## config.mk

```make
export PLATFORM = sky130hd
export DESIGN_NAME = fetch_queue
export DESIGN_NICKNAME = d
export VERILOG_FILES = /design/src/rtl/fetch_queue.sv
export SDC_FILE = /design/constraint.sdc
export NUM_CORES = 1
export LEC_CHECK = 0
export CORE_MARGIN = 5
export CORE_UTILIZATION = 45
export CTS_BUF_LIST = sky130_fd_sc_hd__clkbuf_2 sky130_fd_sc_hd__clkbuf_4 sky130_fd_sc_hd__clkbuf_8
export CTS_CLUSTER_DIAMETER = 200
export DETAILED_ROUTE_END_ITERATION = 8
export PLACE_DENSITY = 0.66
export RECOVER_POWER = 50
export SETUP_SLACK_MARGIN = 0.02
export SLEW_MARGIN = 10
export SYNTH_ARGS = -nofsm -noshare
export SYNTH_HDL_FRONTEND = slang
export SYNTH_SLANG_ARGS = --single-unit
```

## constraint.sdc

```tcl
create_clock -name clk -period 2.7 [get_ports clk]
set_input_delay 0.405 -clock clk [delete_from_list [all_inputs] [get_ports clk]]
set_output_delay 0.405 -clock clk [all_outputs]
set_load 0.02 [all_outputs]
```

## src/rtl/fetch_queue.sv

```systemverilog
// Instruction prefetch unit: issues in-order fetches over a req/gnt/rvalid port
// and buffers returned instructions in a DEPTH-entry FIFO, flushing on redirect.
module fetch_queue #(
    parameter int unsigned         DATA_W   = 32,
    parameter int unsigned         ADDR_W   = 32,
    parameter int unsigned         DEPTH    = 4,
    parameter logic [ADDR_W-1:0]   RESET_PC = '0,
    parameter int unsigned         CNT_W    = $clog2(DEPTH + 1)
) (
    input  logic              clk,
    input  logic              reset_in,
    output logic              imem_req_out,
    output logic [ADDR_W-1:0] imem_addr_out,
    input  logic              imem_gnt_in,
    input  logic              imem_rvalid_in,
    input  logic [DATA_W-1:0] imem_rdata_in,
    input  logic              redirect_in,
    input  logic [ADDR_W-1:0] redirect_pc_in,
    input  logic              ready_in,
    output logic              valid_out,
    output logic [DATA_W-1:0] ins_out,
    output logic [ADDR_W-1:0] pc_out,
    output logic [CNT_W-1:0]  count_out
);

    localparam int unsigned PTR_W = $clog2(DEPTH);

    typedef enum logic [1:0] {StIdle, StWait, StDrop} state_e;

    state_e             state_q, state_d;
    logic [CNT_W-1:0]   count_q, count_d;
    logic [PTR_W-1:0]   rd_ptr_q, wr_ptr_q;
    logic [ADDR_W-1:0]  fetch_pc_q, tag_q;
    logic [DATA_W-1:0]  ins_mem_q [DEPTH];
    logic [ADDR_W-1:0]  pc_mem_q  [DEPTH];

    logic space_idle, space_wait, grant, push, pop;

    assign space_idle = 32'(count_q) < DEPTH;
    // Back-to-back issue must leave room for the response landing this cycle.
    assign space_wait = (32'(count_q) + 32'd1) < DEPTH;

    always_comb begin
        imem_req_out = 1'b0;
        if (reset_in && !redirect_in) begin
            unique case (state_q)
                StIdle:  imem_req_out = space_idle;
                StWait:  imem_req_out = imem_rvalid_in && space_wait;
                default: imem_req_out = 1'b0;
            endcase
        end
    end

    assign imem_addr_out = fetch_pc_q;
    assign grant         = imem_req_out && imem_gnt_in;
    assign push          = (state_q == StWait) && imem_rvalid_in && !redirect_in;
    assign pop           = valid_out && ready_in && !redirect_in;

    assign valid_out = (count_q != '0);
    assign ins_out   = ins_mem_q[rd_ptr_q];
    assign pc_out    = pc_mem_q[rd_ptr_q];
    assign count_out = count_q;

    always_comb begin
        state_d = state_q;
        unique case (state_q)
            StIdle: begin
                if (grant) state_d = StWait;
            end
            StWait: begin
                if (redirect_in)         state_d = imem_rvalid_in ? StIdle : StDrop;
                else if (imem_rvalid_in) state_d = grant ? StWait : StIdle;
            end
            StDrop: begin
                if (imem_rvalid_in) state_d = StIdle;
            end
            default: state_d = StIdle;
        endcase
    end

    always_comb begin
        count_d = count_q;
        if (redirect_in)        count_d = '0;
        else if (push && !pop)  count_d = count_q + 1'b1;
        else if (pop && !push)  count_d = count_q - 1'b1;
    end

    always_ff @(posedge clk or negedge reset_in) begin
        if (!reset_in) begin
            state_q    <= StIdle;
            count_q    <= '0;
            rd_ptr_q   <= '0;
            wr_ptr_q   <= '0;
            fetch_pc_q <= RESET_PC;
            tag_q      <= '0;
            for (int i = 0; i < DEPTH; i++) begin
                ins_mem_q[i] <= '0;
                pc_mem_q[i]  <= '0;
            end
        end else begin
            state_q <= state_d;
            count_q <= count_d;
            if (redirect_in) begin
                rd_ptr_q   <= '0;
                wr_ptr_q   <= '0;
                fetch_pc_q <= redirect_pc_in;
            end else begin
                if (pop) rd_ptr_q <= rd_ptr_q + 1'b1;
                if (push) begin
                    wr_ptr_q            <= wr_ptr_q + 1'b1;
                    ins_mem_q[wr_ptr_q] <= imem_rdata_in;
                    // Stored as address+4 to match the IF/ID PC convention.
                    pc_mem_q[wr_ptr_q]  <= tag_q + ADDR_W'(4);
                end
                if (grant) begin
                    fetch_pc_q <= fetch_pc_q + ADDR_W'(4);
                    tag_q      <= fetch_pc_q;
                end
            end
        end
    end

endmodule

```

# After elaboration in Yosys (flattened, before gate mapping)
# Index checks and enable logic that the tools add are counted.
[op_classes]
add_sub_neg = 7
order_cmp = 5
eq_ne = 5
n_mux = 28
bitwise_logic = 3
reduce_logical = 22
[ops]
columns = ["cell", "count"]
rows = [
  ["bitwise mux 128 bit", 2],
  ["2-to-1 mux 32 bit", 7],
  ["binary-select mux 32 bit (select 2 bit)", 2],
  ["adder 32 x 3 -> 32 bit (second input constant)", 2],
  ["demux 32 bit (select 2 bit)", 1],
  ["2-to-1 mux 2 bit", 9],
  ["logical AND 1 bit", 10],
  ["2-to-1 mux 3 bit", 3],
  ["greater-or-equal comparator 3 bit (second input constant)", 2],
  ["NOT 2 -> 3 bit", 2],
  ["one-hot mux 2 bit (3 select lines)", 1],
  ["nonzero test 2 bit", 3],
  ["nonzero test 3 bit", 2],
  ["adder 2 x 1 -> 2 bit (second input constant)", 2],
  ["adder 3 x 1 -> 4 bit (second input constant)", 1],
  ["< comparator 4 x 3 -> 1 bit (second input constant)", 1],
  ["!= test 2 bit (second input constant)", 2],
  ["AND reduction 2 bit", 2],
  ["adder 3 x 1 -> 3 bit (second input constant)", 1],
  ["logical NOT 1 bit", 3],
  ["< comparator 3 x 1 -> 1 bit (second input constant)", 1],
  ["< comparator 3 bit (second input constant)", 1],
  ["!= test 3 bit (second input constant)", 1],
  ["AND reduction 3 bit", 1],
  ["other kinds (7)", 8],
]
[totals]
register_bits = 329
inputBits = 70
out_inout_bits = 101
elab_cells = 84

# Longest topological paths before layout
[depth]
word_depth = 10
depth_mapped = 8
ltp_nobuf = 8

# Worst setup path after synthesis
# No wires, ideal clock.
[synth_path]
path_type = "register -> register"
from = "register fetch_pc_q[2] (netlist: imem_addr_out[2])"
to = "register fetch_pc_q[18] (netlist: imem_addr_out[18])"
setup_ns = 0.126
arrival_ns = 1.922
required_ns = 2.574
path_slack_ns = 0.652
stages_incl_launch_ff = 7
path_buffers = 0
synth_period_minus_slack_ns = 2.048
cell_sequence = "dfrtp_1 ha_1 nand2_1 or4_4 o211ai_2 o41ai_1 a221o_1"
[synth_via]
elab_chain_cells = 3
[synth_lines]
columns = ["item", "line_no", "text"]
rows = [
  ["from (decl)", "33", "logic [ADDR_W-1:0] fetch_pc_q, tag_q;"],
  ["from (signal assigned)", "106", "fetch_pc_q <= redirect_pc_in;"],
  ["from (signal assigned)", "116", "fetch_pc_q <= fetch_pc_q + ADDR_W'(4);"],
  ["adder 32 x 3 -> 32 bit", "116", ""],
  ["2-to-1 mux 32 bit", "115", "if (grant) begin"],
  ["2-to-1 mux 32 bit", "103", "if (redirect_in) begin"],
]
# Every way passes these cells. The select of a mux whose other input is x is not followed.
# A chain may end at the register's enable or synchronous reset.

# Worst setup path in the final report
[layout_path]
from = "register rd_ptr_q[0]"
to = "output port ins_out[3]"
[layout_via]
elab_chain_cells = 4
[layout_lines]
columns = ["item", "line_no", "text"]
rows = [
  ["from (decl)", "32", "logic [PTR_W-1:0] rd_ptr_q, wr_ptr_q;"],
  ["from (signal assigned)", "108", "if (pop) rd_ptr_q <= rd_ptr_q + 1'b1;"],
  ["NOT 2 -> 3 bit (not written as such)", "60", "assign ins_out = ins_mem_q[rd_ptr_q];"],
  ["binary-select mux 32 bit (select 2 bit)", "60", ""],
  ["2-to-1 mux 32 bit (not written as such) (2 in a row)", "60", ""],
  ["to (decl)", "21", "output logic [DATA_W-1:0] ins_out,"],
]
# Every way passes these cells. The select of a mux whose other input is x is not followed.

==> reports/qor.csv <==
metric,value,unit
Synth area leaders,"dfrtp_1 (55%), mux2_2 (11%), mux4_2 (9.6%), nand2_1 (5.5%), o21ai_0 (3.5%)",
CP required,2300,ps
skew final,38.0,ps
Hold Crit Class,in -> reg,
met2 usage,28.5,%
number of synthesized register bits,329,
Worst Hold Slack,220,ps
YS warnings,0,
post-synthesis sequential area ratio,55.0,%
Yosys cell types,60,
Die Area,0.0370,sq mm
largest fanout on the critical path,10,
Initial Utilization,45.8,%
Routed Antenna Nets,0,
Tightest Pin Transition,1440,ps
WL per Instance,18.3,microns
ANT cells,0,
CP Launch Type,register,
Mean Syn Cell Area,12.1,sq um
Tot GR Track Use,19.1,%
Final min period,2600,ps
clock buffer count from CTS,55,
Final Slew Violations,0,
DIE WIDTH,192,microns
Clock Pin Slew Worst Setup and Hold Paths,60,ps
num ports,171,
Worst Setup End Kind,primary output,
final setup fails,0,
port bufs,170,
Std-Cell Core Area,0.0327,sq mm
GR Util met3,4.11,%
CTS Sinks,329,
CTS tree,built,
Synth Instances,1236,
Worst VDD drop,521,uV
overall via count from detail_route,10200,
largest net degree at the start of global routing,115,
fmax,0.385,GHz
Detailed Route Iter0 Violations,666,
Mapped Nets,1313,
first-pass GRT wire length,57.0,mm
drt first pass iters,5,
P_leak,0.00839,uW
FP Rows,66,
Worst Setup Path Type,reg -> out,
initial antenna violation count,0,
Layout Nets,1495,
grt ovf,0,
Synth Cell Area,0.0150,sq mm
CTS max path bufs,3,
PwrDens,869,mW/mm^2
Max-Cap Viols,0,
"Top FF cell, synth",dfrtp_1,
die height,192,microns
GRT Max-Usage Layer,met2,
Setup TNS Final,0,ps
fin crit share,96.1,%
layout cells sized above 1,25.5,%
async set or reset register ratio after synthesis,100,%
Worst-Skew Late Latency,600,ps
crit path DAT,2190,ps
"leading cell type in the layout, fill and taps excluded",dfrtp_1,
Residual DRC,0,
Tot Pwr,16100,uW
Area Growth Syn to Fin,23.5,%
share of the synthesized area in the top cell type,55.0,%
DR vias/cell,5.35,
Synth area leader,dfrtp_1,
outcome,"complete, no violations",
M1 GR Usage,28.3,%
Root Buffer,clkbuf_8,
RSZ-0062 raised after global routing,false,
Max-Slew Margin vs Limit,3.69,%
CTS H-Tree Depth,2,
most frequent cells in the layout,"dfrtp_1 (327), nand2_1 (215), mux2_2 (142)",
GP Congestion,0.847,
number of global-route vias before repair,10600,
Post-synth EDFFs,0,
Fin. Hold Viols,0,
final core utilization,56.5,%
Detailed Place HPWL,22.8,mm
final WL,34.7,mm
## Yosys cell counts, types with 2 or more instances
| library cell | n |
|---|---|
| nor3_1 | 7 |
| nand2_1 | 218 |
| buf_2 | 32 |
| or3_1 | 4 |
| o211ai_2 | 3 |
| and2_1 | 5 |
| o211ai_1 | 9 |
| a221o_1 | 2 |
| nor2_1 | 56 |
| nor4_4 | 2 |
| o21ai_1 | 2 |
| clkbuf_1 | 36 |
| nor4b_2 | 2 |
| buf_4 | 4 |
| dfrtp_1 | 329 |
| inv_1 | 13 |
| nand3_1 | 25 |
| buf_1 | 7 |
| o21ai_0 | 104 |
| o41ai_1 | 3 |
| a22oi_1 | 4 |
| nand3_2 | 2 |
| mux2i_1 | 4 |
| mux2_2 | 142 |
| or4_1 | 3 |
| o311ai_0 | 6 |
| xor2_1 | 13 |
| a32oi_1 | 2 |
| mux4_2 | 64 |
| nor4_1 | 2 |
| xnor2_1 | 23 |
| nor3b_1 | 2 |
| ha_1 | 6 |
| nand4_1 | 21 |
| nor3_2 | 2 |
| and4_1 | 5 |
| a21oi_1 | 33 |
| and3_1 | 13 |
| nand4_2 | 4 |
| a21o_1 | 2 |
## where the power goes
part	total, uW	internal [uW]	switching (uW)
logic	4860	2290	2570
registers	6510	5790	722
clock network	4700	2720	1980
total	16100	10800	5270
## path summary, 6_finish.rpt
kind | from | end | slack [ps] | depth (start not counted)
worst max register to register | count_out[0] | imem_addr_out[26] | 330 | 7
min in group asynchronous | reset_in | ins_mem_q[78] | 840 | 3
worst max-delay path | rd_ptr_q[0] | ins_out[3] | 100 | 4
max in group asynchronous | reset_in | rd_ptr_q[0] | 480 | 4
worst min register to register | pc_mem_q[10] | pc_mem_q[10] | 470 | 2
worst min-delay path | redirect_in | rd_ptr_q[1] | 220 | 2
## cells by family (layout without fill, tap and decap cells)
group / after synthesis / in the layout / share of synthesized area [%]
adder cells (fa/ha/maj): 7 / 7 / 0.635
AND/OR/NAND/NOR: 378 / 378 / 11.7
AO/OA/AOI/OAI: 184 / 184 / 7.24
multiplexers: 210 / 210 / 20.6
flip-flops: 329 / 329 / 55.0
XOR/XNOR: 36 / 36 / 2.11
buffers and inverters: 92 / 316 / 2.68
## repair_timing
action	in CTS	in global routing
gates cloned	1	1
hold endpoints to repair	102	0
pin swaps	0	0
buffers inserted	0	1
endpoints found under the setup margin	64	34
resized for setup	66	44
hold buffers	1	0
## layout make-up
class                      count  area, sq um
clock buffer                  91         1160
clock inverter                 8         57.6
fill                        2736        14200
inverter                      13         48.8
multi-input combinational    815         6350
sequential                   329         8240
tap                          442          553
timing repair buffer         204         2070
## stage by stage
| step | worst slack [ps] | cell area, sq um | cells |
|---|---|---|---|
| after detailed placement | -62.0 | 17300 | 1799 |
| final | 105 | 18500 | 1902 |
| after CTS | -144 | 18500 | 1900 |
| after global routing | 17.1 | 18500 | 1902 |
| after global placement | -26.4 | 17300 | 1799 |
| after floorplan | 652 | 15000 | 1236 |
## layer usage
metal / vias up / part of all wire [%]
li1: 4810 / -
met1: 5032 / 48
met2: 274 / 44
met3: 63 / 5.5
met4: 0 / 2.4
met5: - / 0
## state kept, by name, summed over array words and instances (netlist names)
register,flops
ins_mem_q,128
pc_mem_q,128
imem_addr_out,32
tag_q,32
count_out,3
rd_ptr_q,2
state_q,2
wr_ptr_q,2
## worst max-delay path: stages (launching register included)
cell	delay [ps]
dfrtp_4	490
buf_12	140
clkbuf_16	180
mux4_2	500
clkdlybuf4s15_1	300
(Power assumes the default switching activity.)
